===== src/rtl/sqrt_pkg.sv =====
// Shared constants and FSM encoding for the square-root request arbiter.
package sqrt_pkg;

   localparam int unsigned C_W_DEF = 8;
   localparam int unsigned C_LAT   = 4 * C_W_DEF + 2;

   typedef enum logic [1:0] {
      StIdle  = 2'd0,
      StIssue = 2'd1,
      StWait  = 2'd2
   } state_t;

   // Cycles from the SQRT start pulse to its done pulse, for a root width w.
   function automatic int unsigned sqrt_lat(input int unsigned w);
      return 4 * w + 2;
   endfunction

endpackage


===== src/rtl/sqrt_arb_if.sv =====
// Connection between the arbiter core and its round-robin picker.
interface sqrt_arb_if #(
   parameter int unsigned C_N  = 4,
   parameter int unsigned C_IW = 2
);
   logic [C_N-1:0]  reqs;
   logic [C_IW-1:0] last;
   logic [C_N-1:0]  gnt;
   logic [C_IW-1:0] idx;
   logic            any;

   modport master (output reqs, last, input gnt, idx, any);
   modport slave  (input reqs, last, output gnt, idx, any);
endinterface


===== src/rtl/sqrt_arb_rr.sv =====
// Round-robin picker: first requester strictly after LAST, wrapping to LAST itself.
module sqrt_arb_rr #(
   parameter int unsigned C_N  = 4,
   parameter int unsigned C_IW = 2
) (
   sqrt_arb_if.slave rr_if
);

   logic [C_N-1:0]  w_gnt;
   logic [C_IW-1:0] w_idx;
   logic            w_any;

   always_comb begin
      w_gnt = '0;
      w_idx = '0;
      w_any = 1'b0;
      // Upper pass covers (LAST, C_N-1]; lower pass wraps to [0, LAST].
      for (int unsigned j = 0; j < C_N; j++) begin
         if (!w_any && rr_if.reqs[j] && (j > 32'(rr_if.last))) begin
            w_any    = 1'b1;
            w_gnt[j] = 1'b1;
            w_idx    = C_IW'(j);
         end
      end
      for (int unsigned j = 0; j < C_N; j++) begin
         if (!w_any && rr_if.reqs[j] && (j <= 32'(rr_if.last))) begin
            w_any    = 1'b1;
            w_gnt[j] = 1'b1;
            w_idx    = C_IW'(j);
         end
      end
   end

   assign rr_if.gnt = w_gnt;
   assign rr_if.idx = w_idx;
   assign rr_if.any = w_any;

endmodule


===== src/rtl/sqrt_arb.sv =====
// Shares one iterative SQRT unit among C_N requesters with round-robin grants
// and a per-transaction timeout.
module sqrt_arb
   import sqrt_pkg::*;
#(
   parameter  int unsigned C_W  = C_W_DEF,
   parameter  int unsigned C_N  = 4,
   parameter  int unsigned C_TO = sqrt_lat(C_W) + 6,
   localparam int unsigned C_IW = (C_N > 1) ? $clog2(C_N) : 1
) (
   input  logic                   CK_i,
   input  logic                   ARST_i,
   input  logic [C_N-1:0]         REQs_i,
   input  logic [C_N*2*C_W-1:0]   DATs_i,
   output logic [C_N-1:0]         ACKs_o,
   output logic [C_W-1:0]         QQs_o,
   output logic [C_IW-1:0]        RIDs_o,
   output logic                   DONE_o,
   output logic                   TO_ERR_o,
   output logic                   BUSY_o,
   output logic                   SQ_REQ_o,
   output logic [2*C_W-1:0]       SQ_DATs_o,
   input  logic [C_W-1:0]         SQ_QQs_i,
   input  logic                   SQ_DONE_i
);

   localparam int unsigned C_DW  = 2 * C_W;
   localparam int unsigned C_TOW = $clog2(C_TO + 1);

   state_t            r_state;
   logic [C_IW-1:0]   r_last;
   logic [C_TOW-1:0]  r_toc;
   logic [C_N-1:0]    r_ack;
   logic [C_W-1:0]    r_qq;
   logic [C_IW-1:0]   r_rid;
   logic              r_done;
   logic              r_to;
   logic              r_sq_req;
   logic [C_DW-1:0]   r_sq_dat;

   logic [C_DW-1:0]   w_dat;

   sqrt_arb_if #(.C_N(C_N), .C_IW(C_IW)) u_rr_if ();

   assign u_rr_if.reqs = REQs_i;
   assign u_rr_if.last = r_last;

   sqrt_arb_rr #(.C_N(C_N), .C_IW(C_IW)) u_rr (
      .rr_if (u_rr_if.slave)
   );

   always_comb begin
      w_dat = '0;
      for (int unsigned k = 0; k < C_N; k++) begin
         if (u_rr_if.idx == C_IW'(k)) w_dat = DATs_i[k*C_DW +: C_DW];
      end
   end

   always_ff @(posedge CK_i or posedge ARST_i) begin
      if (ARST_i) begin
         r_state  <= StIdle;
         r_last   <= C_IW'(C_N - 1);
         r_toc    <= '0;
         r_ack    <= '0;
         r_qq     <= '0;
         r_rid    <= '0;
         r_done   <= 1'b0;
         r_to     <= 1'b0;
         r_sq_req <= 1'b0;
         r_sq_dat <= '0;
      end else begin
         r_ack    <= '0;
         r_sq_req <= 1'b0;
         r_done   <= 1'b0;
         r_to     <= 1'b0;
         unique case (r_state)
            StIdle: begin
               if (u_rr_if.any) begin
                  r_ack    <= u_rr_if.gnt;
                  r_sq_req <= 1'b1;
                  r_rid    <= u_rr_if.idx;
                  r_last   <= u_rr_if.idx;
                  r_sq_dat <= w_dat;
                  r_state  <= StIssue;
               end
            end
            StIssue: begin
               r_toc   <= '0;
               r_state <= StWait;
            end
            StWait: begin
               r_toc <= r_toc + C_TOW'(1);
               // A done coinciding with the last timeout cycle still wins.
               if (SQ_DONE_i) begin
                  r_qq    <= SQ_QQs_i;
                  r_done  <= 1'b1;
                  r_state <= StIdle;
               end else if (r_toc == C_TOW'(C_TO - 1)) begin
                  r_to    <= 1'b1;
                  r_state <= StIdle;
               end
            end
            default: r_state <= StIdle;
         endcase
      end
   end

   assign ACKs_o    = r_ack;
   assign QQs_o     = r_qq;
   assign RIDs_o    = r_rid;
   assign DONE_o    = r_done;
   assign TO_ERR_o  = r_to;
   assign BUSY_o    = (r_state != StIdle);
   assign SQ_REQ_o  = r_sq_req;
   assign SQ_DATs_o = r_sq_dat;

endmodule

===== config.mk =====
export PLATFORM = sky130hd
export DESIGN_NAME = sqrt_arb
export DESIGN_NICKNAME = d
export VERILOG_FILES = /design/src/rtl/sqrt_pkg.sv /design/src/rtl/sqrt_arb_if.sv /design/src/rtl/sqrt_arb_rr.sv /design/src/rtl/sqrt_arb.sv
export SDC_FILE = /design/constraint.sdc
export NUM_CORES = 1
export LEC_CHECK = 0
export CAP_MARGIN = 20
export CORE_UTILIZATION = 40
export DETAILED_ROUTE_END_ITERATION = 6
export DONT_BUFFER_PORTS = 1
export GPL_TIMING_DRIVEN = 0
export SETUP_SLACK_MARGIN = 0.1
export SLEW_MARGIN = 20
export SYNTH_ARGS = -nofsm -noshare
export SYNTH_HDL_FRONTEND = slang
export SYNTH_SLANG_ARGS = --single-unit

===== constraint.sdc =====
create_clock -name CK_i -period 3.5 [get_ports CK_i]
set_input_delay 0.7 -clock CK_i [delete_from_list [all_inputs] [get_ports CK_i]]
set_output_delay 0.7 -clock CK_i [all_outputs]
set_load 0.05 [all_outputs]

Yosys cells after proc, flatten, opt, wreduce, memory -nomap -nowiden:

Index checks and enable logic that the tools add are counted.
W data, S select, Z words.

* bits in registers: 43
* input bits: 79
* output and inout bits: 34

* add/subtract/negate cells: 1
* $lt $le $gt $ge: 6
* equal/unequal tests: 8
* multiplexer cells: 38
* reduce and logical (&&, ||, !) cells: 25

Operators by type and width (number)
* $mux W16: 4
* $mux W1: 21
* $mux W2: 9
* $logic_and A1 B1 Y1: 12
* $pmux W6 S2: 1
* $mux W4: 2
* $add A6 B1 Y6 const B: 1
* $eq A2 B2 Y1 const B: 3
* $eq A6 B6 Y1 const B: 1
* $logic_not A1 Y1: 6
* $pmux W2 S3: 1
* $reduce_and A2 Y1: 3
* $eq A2 B1 Y1 const B: 2
* $gt A2 B2 Y1 const A: 2
* $le A2 B2 Y1 const A: 2
* $logic_not A2 Y1: 2
* $reduce_bool A2 Y1: 2
* $ne A3 B3 Y1 const B: 1
* $gt A1 B2 Y1 const A: 1
* $le A1 B2 Y1 const A: 1
* $ne A2 B1 Y1 const B: 1

Logic depth before layout (Yosys ltp):

Gate-level depths: netlist of the first run.

* depth in word-level cells: 31
* depth in mapped cells: 8
* mapped depth without buffers: 6

By module:

A second synthesis of the first run with hierarchy kept.

* cells, all modules: 227
* area, all modules: 2467.4 um2

Modules (own cells, without submodules)
* sqrt_arb: times used 1, cells an instance 193, area each 2233.4 um2, sequential area each 1078.5 um2
* sqrt_arb_rr: times used 1, cells an instance 34, area each 234.0 um2, sequential area each 0.0 um2

Worst setup path before layout of the first run:

Ideal clock, no wire load.

* path kind: input -> register
* start point: input port REQs_i[3]
* end point: register r_sq_dat[10], in the netlist SQ_DATs_o[10]
* arrival: 1928 ps
* setup slack: 1443 ps
* stages: 8
* buffers on the path: 3
* cell sequence: buf_4 and2b_1 o21ai_1 and3_1 buf_2 buf_6 a2111oi_2 o21ai_1

* word-level cells in the longest chain between the ends: 23
* elaborated cells between the ends (all ways): 32
* classes of those cells: eq/ne: 3; mux: 14; reduce/logical: 15

Ends and longest elaborated chain
* start, declared: line sqrt_arb.sv:13 `input logic [C_N-1:0] REQs_i,`
* $logic_and A1 B1 Y1 (2 in a row): line sqrt_arb_rr.sv:19 `if (!w_any && rr_if.reqs[j] && (j > 32'(rr_if.last))) begin`
* $mux W1: line sqrt_arb_rr.sv:19
* $logic_not A1 Y1: line sqrt_arb_rr.sv:26 `if (!w_any && rr_if.reqs[j] && (j <= 32'(rr_if.last))) begin`
* $logic_and A1 B1 Y1: line sqrt_arb_rr.sv:26
* $mux W1: line sqrt_arb_rr.sv:26
* $logic_not A1 Y1: line sqrt_arb_rr.sv:26
* $logic_and A1 B1 Y1 (2 in a row): line sqrt_arb_rr.sv:26
* $mux W1: line sqrt_arb_rr.sv:26
* $logic_not A1 Y1: line sqrt_arb_rr.sv:26
* $logic_and A1 B1 Y1 (2 in a row): line sqrt_arb_rr.sv:26
* $mux W1: line sqrt_arb_rr.sv:26
* $logic_not A1 Y1: line sqrt_arb_rr.sv:26
* $logic_and A1 B1 Y1 (2 in a row): line sqrt_arb_rr.sv:26
* $mux W2: line sqrt_arb_rr.sv:26
* $logic_not A2 Y1: line sqrt_arb.sv:55 `if (u_rr_if.idx == C_IW'(k)) w_dat = DATs_i[k*C_DW +: C_DW];`
* $mux W16 (4 in a row): line sqrt_arb.sv:55
* end signal, assigned: line sqrt_arb.sv:83 `r_sq_dat <= w_dat;`
* end, declared: line sqrt_arb.sv:39 `logic [C_DW-1:0] r_sq_dat;`

Several ways; a longest one is shown, not always the timed one.
A chain may end at the register's enable or synchronous reset.

Worst setup path in the final report of the first run:

* start point: register r_state[0]
* end point: output port BUSY_o

* word-level cells in the longest chain between the ends: 1

Ends and longest elaborated chain
* start, declared: line sqrt_arb.sv:30 `state_t r_state;`
* start signal, assigned: line sqrt_arb.sv:61 `r_state <= StIdle;`
* start signal, assigned: line sqrt_arb.sv:84 `r_state <= StIssue;`
* start signal, assigned: line sqrt_arb.sv:89 `r_state <= StWait;`
* $reduce_bool A2 Y1: line sqrt_arb.sv:113 `assign BUSY_o = (r_state != StIdle);`
* end, declared: line sqrt_arb.sv:20 `output logic BUSY_o,`

Every way passes these cells.

==> results.sh, run 1 <==
export IMPL_cts_root_buf="clkbuf_8"
export IMPL_p_leak_nw=1.12
export IMPL_initial_core_util=0.415
export IMPL_grt_pass1_wl_microns=9360
export IMPL_ys_flop_type="dfrtp_1"
export IMPL_max_cap_violations=0
export IMPL_placedInstanceArea_sq_um=2570
export IMPL_slew_headroom=0.651
export IMPL_utilization=0.448
export IMPL_routed_wl_microns=5990
export IMPL_worstMarginPinSlew_ns=0.523
export IMPL_dpl_worst_slack_ns=1.12
export IMPL_portBuffers=0
export IMPL_io_pins=113
export IMPL_critPathCaptureType="output port"
export IMPL_cts_resized=0
export IMPL_setup_viol=0
export IMPL_core_area_sq_um=5920
export IMPL_synthCells=271
export IMPL_r2r_start="r_last[0]"
export IMPL_slew_viol_final=0
export IMPL_p_sw_frac=0.551
export IMPL_finish_net_count=362
export IMPL_synth_edf_count=0
export IMPL_cp_max_fo=6
export IMPL_clkPwrFrac=0.119
export IMPL_grt_remaining_overflow=0
export IMPL_cts_buffers=5
export IMPL_rsz0062_at_grt="false"
export IMPL_vias=1982
export IMPL_n_antenna_cell=0
export IMPL_die_area_sq_um=6460
export IMPL_finClkSkew_ns=0.00777
export IMPL_critPathKind="register to output port"
export IMPL_routedWlPerCell_microns=16.9
export IMPL_grt_pass1_vias=1917
export IMPL_htree_levels=2
export IMPL_avgViaCountPerCell=5.58
export IMPL_post_place_cells=347
export IMPL_ys_seq_area_frac=0.439
export IMPL_r2r_slack_ns=1.46
export IMPL_drt_initial_drc_count=66
export IMPL_finalInstanceArea_sq_um=2650
export IMPL_worstPathArrival_ns=1.42
export IMPL_clk_pin_slew_ns=0.08
export IMPL_drtAntennaViolNets=0
export IMPL_hold_buffers=0
export IMPL_hold_slack_ns=0.212
export IMPL_p_sw_mw=1.45
export IMPL_gr_usage_all_layers=0.192
export IMPL_final_instance_count_excl_fill=355
export IMPL_ir_drop_v=0.000465
export IMPL_p_comb_frac=0.341
export IMPL_area_growth_pct=8.05
export IMPL_final_setup_tns_ns=0
export IMPL_ys_warn_count=0
export IMPL_internal_power_mw=1.18
export IMPL_synth_fp_nets=354
export IMPL_gp_congestion=0.774
export IMPL_status="finished clean"
export IMPL_netlist_area_sq_um=2460
export IMPL_hold_viol_final=0
export IMPL_dp_hpwl_microns=4450
export IMPL_drive_gt1_frac=0.154
export IMPL_chipWidth_microns=80.4
export IMPL_fin_ws_ns=1.38
export IMPL_die_y_microns=80.4
export IMPL_avgSynthCellArea_sq_um=9.06
export IMPL_power_mw=2.64
export IMPL_clk_path_buf_depth=2
export IMPL_drt_pass1_iterations=4
export IMPL_startpoint_type="register"
export IMPL_ys_async_sr_fraction=1.00
export IMPL_hold_path_class="input port to asynchronous set/reset pin"
export IMPL_num_rows=28
export IMPL_grt_max_degree=33
export IMPL_drc=0
export IMPL_clock_sinks=43
export IMPL_post_cts_setup_buffers=0
export IMPL_fin_crit_ns=2.12
export IMPL_cts_tree="built"
export IMPL_antenna_found_initial=0
export IMPL_insertion_delay_ns=0.30
export IMPL_reg2reg_to="SQ_DATs_o[11]"
export IMPL_power_density_nw_per_um2=994
export IMPL_synth_cell_type_count=39
export IMPL_ys_ff_latch=43
export IMPL_cp_required_ns=2.80
export IMPL_post_route_period_util=0.607
export IMPL_pwr_share_seq=0.541
export IMPL_clock_fmax_ghz=0.471
export IMPL_reg2reg_depth=6
==> flip-flops by register name, summed over array words and instances, names as in the netlist <==
| signal | count |
|---|---|
| TO_ERR_o | 1 |
| r_toc | 6 |
| r_last | 2 |
| RIDs_o | 2 |
| DONE_o | 1 |
| QQs_o | 8 |
| ACKs_o | 4 |
| r_state | 2 |
| SQ_REQ_o | 1 |
| SQ_DATs_o | 16 |
==> how the worst max path moves through the flow <==
stage	startpoint	endpoint	slack (ns)	depth (start not counted)
2_1_floorplan	REQs_i[3]	SQ_DATs_o[10]	1.44	8
3_3_place_gp	REQs_i[2]	SQ_DATs_o[11]	1.10	7
3_5_place_dp	REQs_i[2]	SQ_DATs_o[11]	1.12	7
4_1_cts	r_state[0]	BUSY_o	1.34	3
5_1_grt	REQs_i[2]	SQ_DATs_o[11]	1.18	7
6_report	r_state[0]	BUSY_o	1.38	3
==> cells by family after synthesis <==
kind of cell	synth area share
buffers and inverters	0.0545
AND/OR/NAND/NOR	0.176
flip-flops	0.439
multiplexers	0.0453
adder cells (fa/ha/maj)	0.0204
AO/OA/AOI/OAI	0.261
XOR/XNOR	0.00357
==> cells in the final DEF, fill, tap and decap left out, types with 2 or more instances in the layout <==
cell / synthesis / routed
nand2b_1: 2 / 2
or3_1: 3 / 3
mux2_2: 9 / 9
buf_2: 5 / 5
o21ai_1: 11 / 11
nor3_1: 4 / 4
a21boi_0: 16 / 16
a21oi_1: 7 / 7
nand4_1: 2 / 2
nor2_1: 27 / 27
nor2b_1: 4 / 4
dfstp_2: 2 / 2
clkbuf_1: 8 / 8
dfrtp_1: 41 / 41
nand2_1: 46 / 46
a2111oi_0: 7 / 7
inv_1: 10 / 9
nand3_1: 4 / 4
o21ai_0: 30 / 30
clkbuf_8: 0 / 5
buf_4: 2 / 2
a2111oi_2: 9 / 9
clkinv_2: 0 / 3
buf_6: 2 / 2
ha_1: 4 / 4
==> final cells by class <==
cell class	instances	area [sq um]
plain buffers	18	96.3
multi-input cells	200	1240
well taps	75	93.8
inverters	10	37.5
clock inverters	3	15.0
clock buffers	5	68.8
repair buffers	1	20.0
flip-flops and latches	43	1080
fillers	606	3270
==> synth_stat cells, types with 2 or more instances <==
| master | number | share of area |
|---|---|---|
| dfrtp_1 | 41 | 0.42 |
| or3_1 | 3 | 0.0076 |
| nand3_1 | 4 | 0.0082 |
| nand2b_1 | 2 | 0.0051 |
| buf_2 | 5 | 0.010 |
| a21oi_1 | 7 | 0.014 |
| nor3_1 | 4 | 0.0082 |
| mux2_2 | 9 | 0.041 |
| nor2_1 | 27 | 0.041 |
| buf_6 | 2 | 0.0092 |
| clkbuf_1 | 8 | 0.012 |
| inv_1 | 10 | 0.015 |
| nand4_1 | 2 | 0.0051 |
| buf_4 | 2 | 0.0061 |
| ha_1 | 4 | 0.020 |
| o21ai_0 | 30 | 0.061 |
| a21boi_0 | 16 | 0.049 |
| dfstp_2 | 2 | 0.021 |
| nand2_1 | 46 | 0.070 |
| o21ai_1 | 11 | 0.022 |
| a2111oi_0 | 7 | 0.025 |
| a2111oi_2 | 9 | 0.055 |
| nor2b_1 | 4 | 0.010 |
==> worst max-delay path, stage by stage (launching register included) <==
cell and delay, ns:
dfrtp_1 0.39, inv_1 0.07, ha_1 0.26, inv_1 0.41
==> layer usage <==
layer  share of wire  GRT usage
met1            0.42      0.234
met4          0.0070     0.0536
met5               0          0
met3           0.069     0.0523
met2            0.51      0.331
==> power groups by stage <==
stage,sequential [mW],clock (mW),combinational (mW)
5_1_grt,1.46,0.353,1.02
3_5_place_dp,1.44,0,0.909
3_3_place_gp,1.44,0,0.890
6_report,1.43,0.313,0.899
4_1_cts,1.43,0.328,0.909
2_1_floorplan,1.39,0,0.724
Power figures use the tool's default switching activity.
==> run 2: changes to the inputs <==
==> constraint.sdc (replaced) <==
create_clock -name CK_i -period 2.2 [get_ports CK_i]
set_input_delay 0.44 -clock CK_i [delete_from_list [all_inputs] [get_ports CK_i]]
set_output_delay 0.44 -clock CK_i [all_outputs]
set_load 0.05 [all_outputs]
==> run 2 against run 1 <==
Clock power rose by 60%. Utilization up 0.40 points. Non-clock buffer count up 2. Sequential share of layout area is 0.36 points lower.
==> results.sh, run 2 (synthesis gave the netlist of run 1 again) <==
export IMPL_status="finished clean"
export IMPL_hold_viol_final=0
export IMPL_clk_path_buf_depth=2
export IMPL_max_cap_violations=0
export IMPL_r2r_slack_ns=0.24
export IMPL_vias=1982
export IMPL_clock_sinks=43
export IMPL_drt_pass1_iterations=4
export IMPL_drc=0
export IMPL_n_fill_cell=604
export IMPL_critPathCaptureType="register"
export IMPL_grt_remaining_overflow=0
export IMPL_drive_gt1_frac=0.163
export IMPL_setup_viol=0
export IMPL_drtAntennaViolNets=0
export IMPL_dp_hpwl_microns=4450
export IMPL_slew_headroom=0.650
export IMPL_p_leak_nw=1.13
export IMPL_slew_viol_final=0
export IMPL_ir_drop_v=0.000741
export IMPL_r2r_start="r_last[0]"
export IMPL_die_y_microns=80.4
export IMPL_cp_required_ns=2.38
export IMPL_final_setup_tns_ns=0
export IMPL_crit_start="r_last[0]"
export IMPL_io_pins=113
export IMPL_routedWlPerCell_microns=16.8
export IMPL_n_antenna_cell=0
export IMPL_hold_slack_ns=0.205
export IMPL_htree_levels=2
export IMPL_portBuffers=0
export IMPL_finClkSkew_ns=0.00873
export IMPL_reg2reg_depth=6
export IMPL_rsz0062_at_grt="false"
export IMPL_gp_congestion=0.774
export IMPL_worstPathArrival_ns=2.14
export IMPL_startpoint_type="register"
export IMPL_power_density_nw_per_um2=1580
export IMPL_hold_path_class="input port to register"
export IMPL_num_rows=28
export IMPL_clock_fmax_ghz=0.509
export IMPL_largest_reg_flops=16
export IMPL_seq_area_sq_um=1080
export IMPL_final_common_cell="nand2_1"
export IMPL_grt_max_degree=33
export IMPL_die_area_sq_um=6460
export IMPL_grt_pass1_wl_microns=9380
export IMPL_drt_initial_drc_count=62
export IMPL_worstMarginPinSlew_ns=0.525
export IMPL_grt_pass1_vias=1923
export IMPL_area_growth_pct=9.02
export IMPL_cts_tree="built"
export IMPL_core_area_sq_um=5920
export IMPL_insertion_delay_ns=0.30
export IMPL_cts_root_buf="clkbuf_8"
export IMPL_finish_net_count=364
export IMPL_routed_wl_microns=6010
export IMPL_antenna_found_initial=0
export IMPL_fin_crit_ns=1.96
export IMPL_cp_max_fo=10
export IMPL_cts_buffers=5
export IMPL_endpoint="SQ_DATs_o[11]"
export IMPL_mostFrequentLayoutCells="nand2_1, dfrtp_1, o21ai_0, nor2_1, a21boi_0"
export IMPL_clk_pin_slew_ns=0.09
export IMPL_initial_core_util=0.415
export IMPL_multi_input_area_sq_um=1250
export IMPL_utilization=0.452
export IMPL_chipWidth_microns=80.4
export IMPL_reg2reg_to="SQ_DATs_o[11]"
export IMPL_gr_usage_all_layers=0.193
export IMPL_post_route_period_util=0.892
export IMPL_critPathKind="register to register"
export IMPL_avgViaCountPerCell=5.55
[run 2: worst min path at each step]
| stage | depth (start not counted) | slack [ns] | endpoint | from |
|---|---|---|---|---|
| after detailed placement | 1 | 0.28 | TO_ERR_o | ARST_i |
| final | 1 | 0.21 | TO_ERR_o | SQ_DONE_i |
| after floorplan | 1 | 0.47 | r_toc[4] | r_toc[4] |
| after global routing | 1 | 0.19 | TO_ERR_o | SQ_DONE_i |
| after global placement | 1 | 0.49 | r_toc[0] | r_toc[0] |
| after CTS | 1 | 0.19 | TO_ERR_o | SQ_DONE_i |
[run 2: report_power, final]
group          internal (mW)  leakage [nW]  switching [mW]
combinational          0.574         0.543           0.874
clock                  0.218        0.0477           0.283
sequential              1.11         0.540            1.16
[run 2: cell type report]
type / count / share of cell area
Multi-Input combinational cell: 200 / 0.466
Sequential cell: 43 / 0.403
Clock inverter: 3 / 0.00561
Tap cell: 75 / 0.0350
Timing Repair Buffer: 3 / 0.0140
Inverter: 10 / 0.0140
Buffer: 18 / 0.0364
Clock buffer: 5 / 0.0257
[run 2: per-stage QoR]
step	instances	total power, mW	setup slack, ns	cell area [sq um]
after CTS	356	4.24	0.164	2660
after global placement	346	3.70	0.0635	2550
final	357	4.22	0.237	2680
after floorplan	271	3.37	0.403	2460
after detailed placement	347	3.74	0.0777	2570
after global routing	357	4.52	0.139	2680
[run 2: routing by layer]
| layer | GRT usage | share of wire |
|---|---|---|
| met1 | 0.234 | 0.41 |
| met2 | 0.332 | 0.51 |
| met3 | 0.0523 | 0.070 |
| met4 | 0.0536 | 0.010 |
| met5 | 0 | 0 |
[run 2: critical path: stages (launching register included)]
cell and delay, ns:
dfstp_2 0.61, nor2b_1 0.09, o311a_1 0.31, nand2b_1 0.27, clkbuf_1 0.28, o21ai_0 0.20
o21ai_1 0.08
[run 2: what timing repair did]
item,4_1_cts,5_1_grt
hold buffers,1,0
endpoints found under the hold margin,11,0
resized for setup,0,3
setup buffers,0,1
endpoints found under the setup margin,0,8
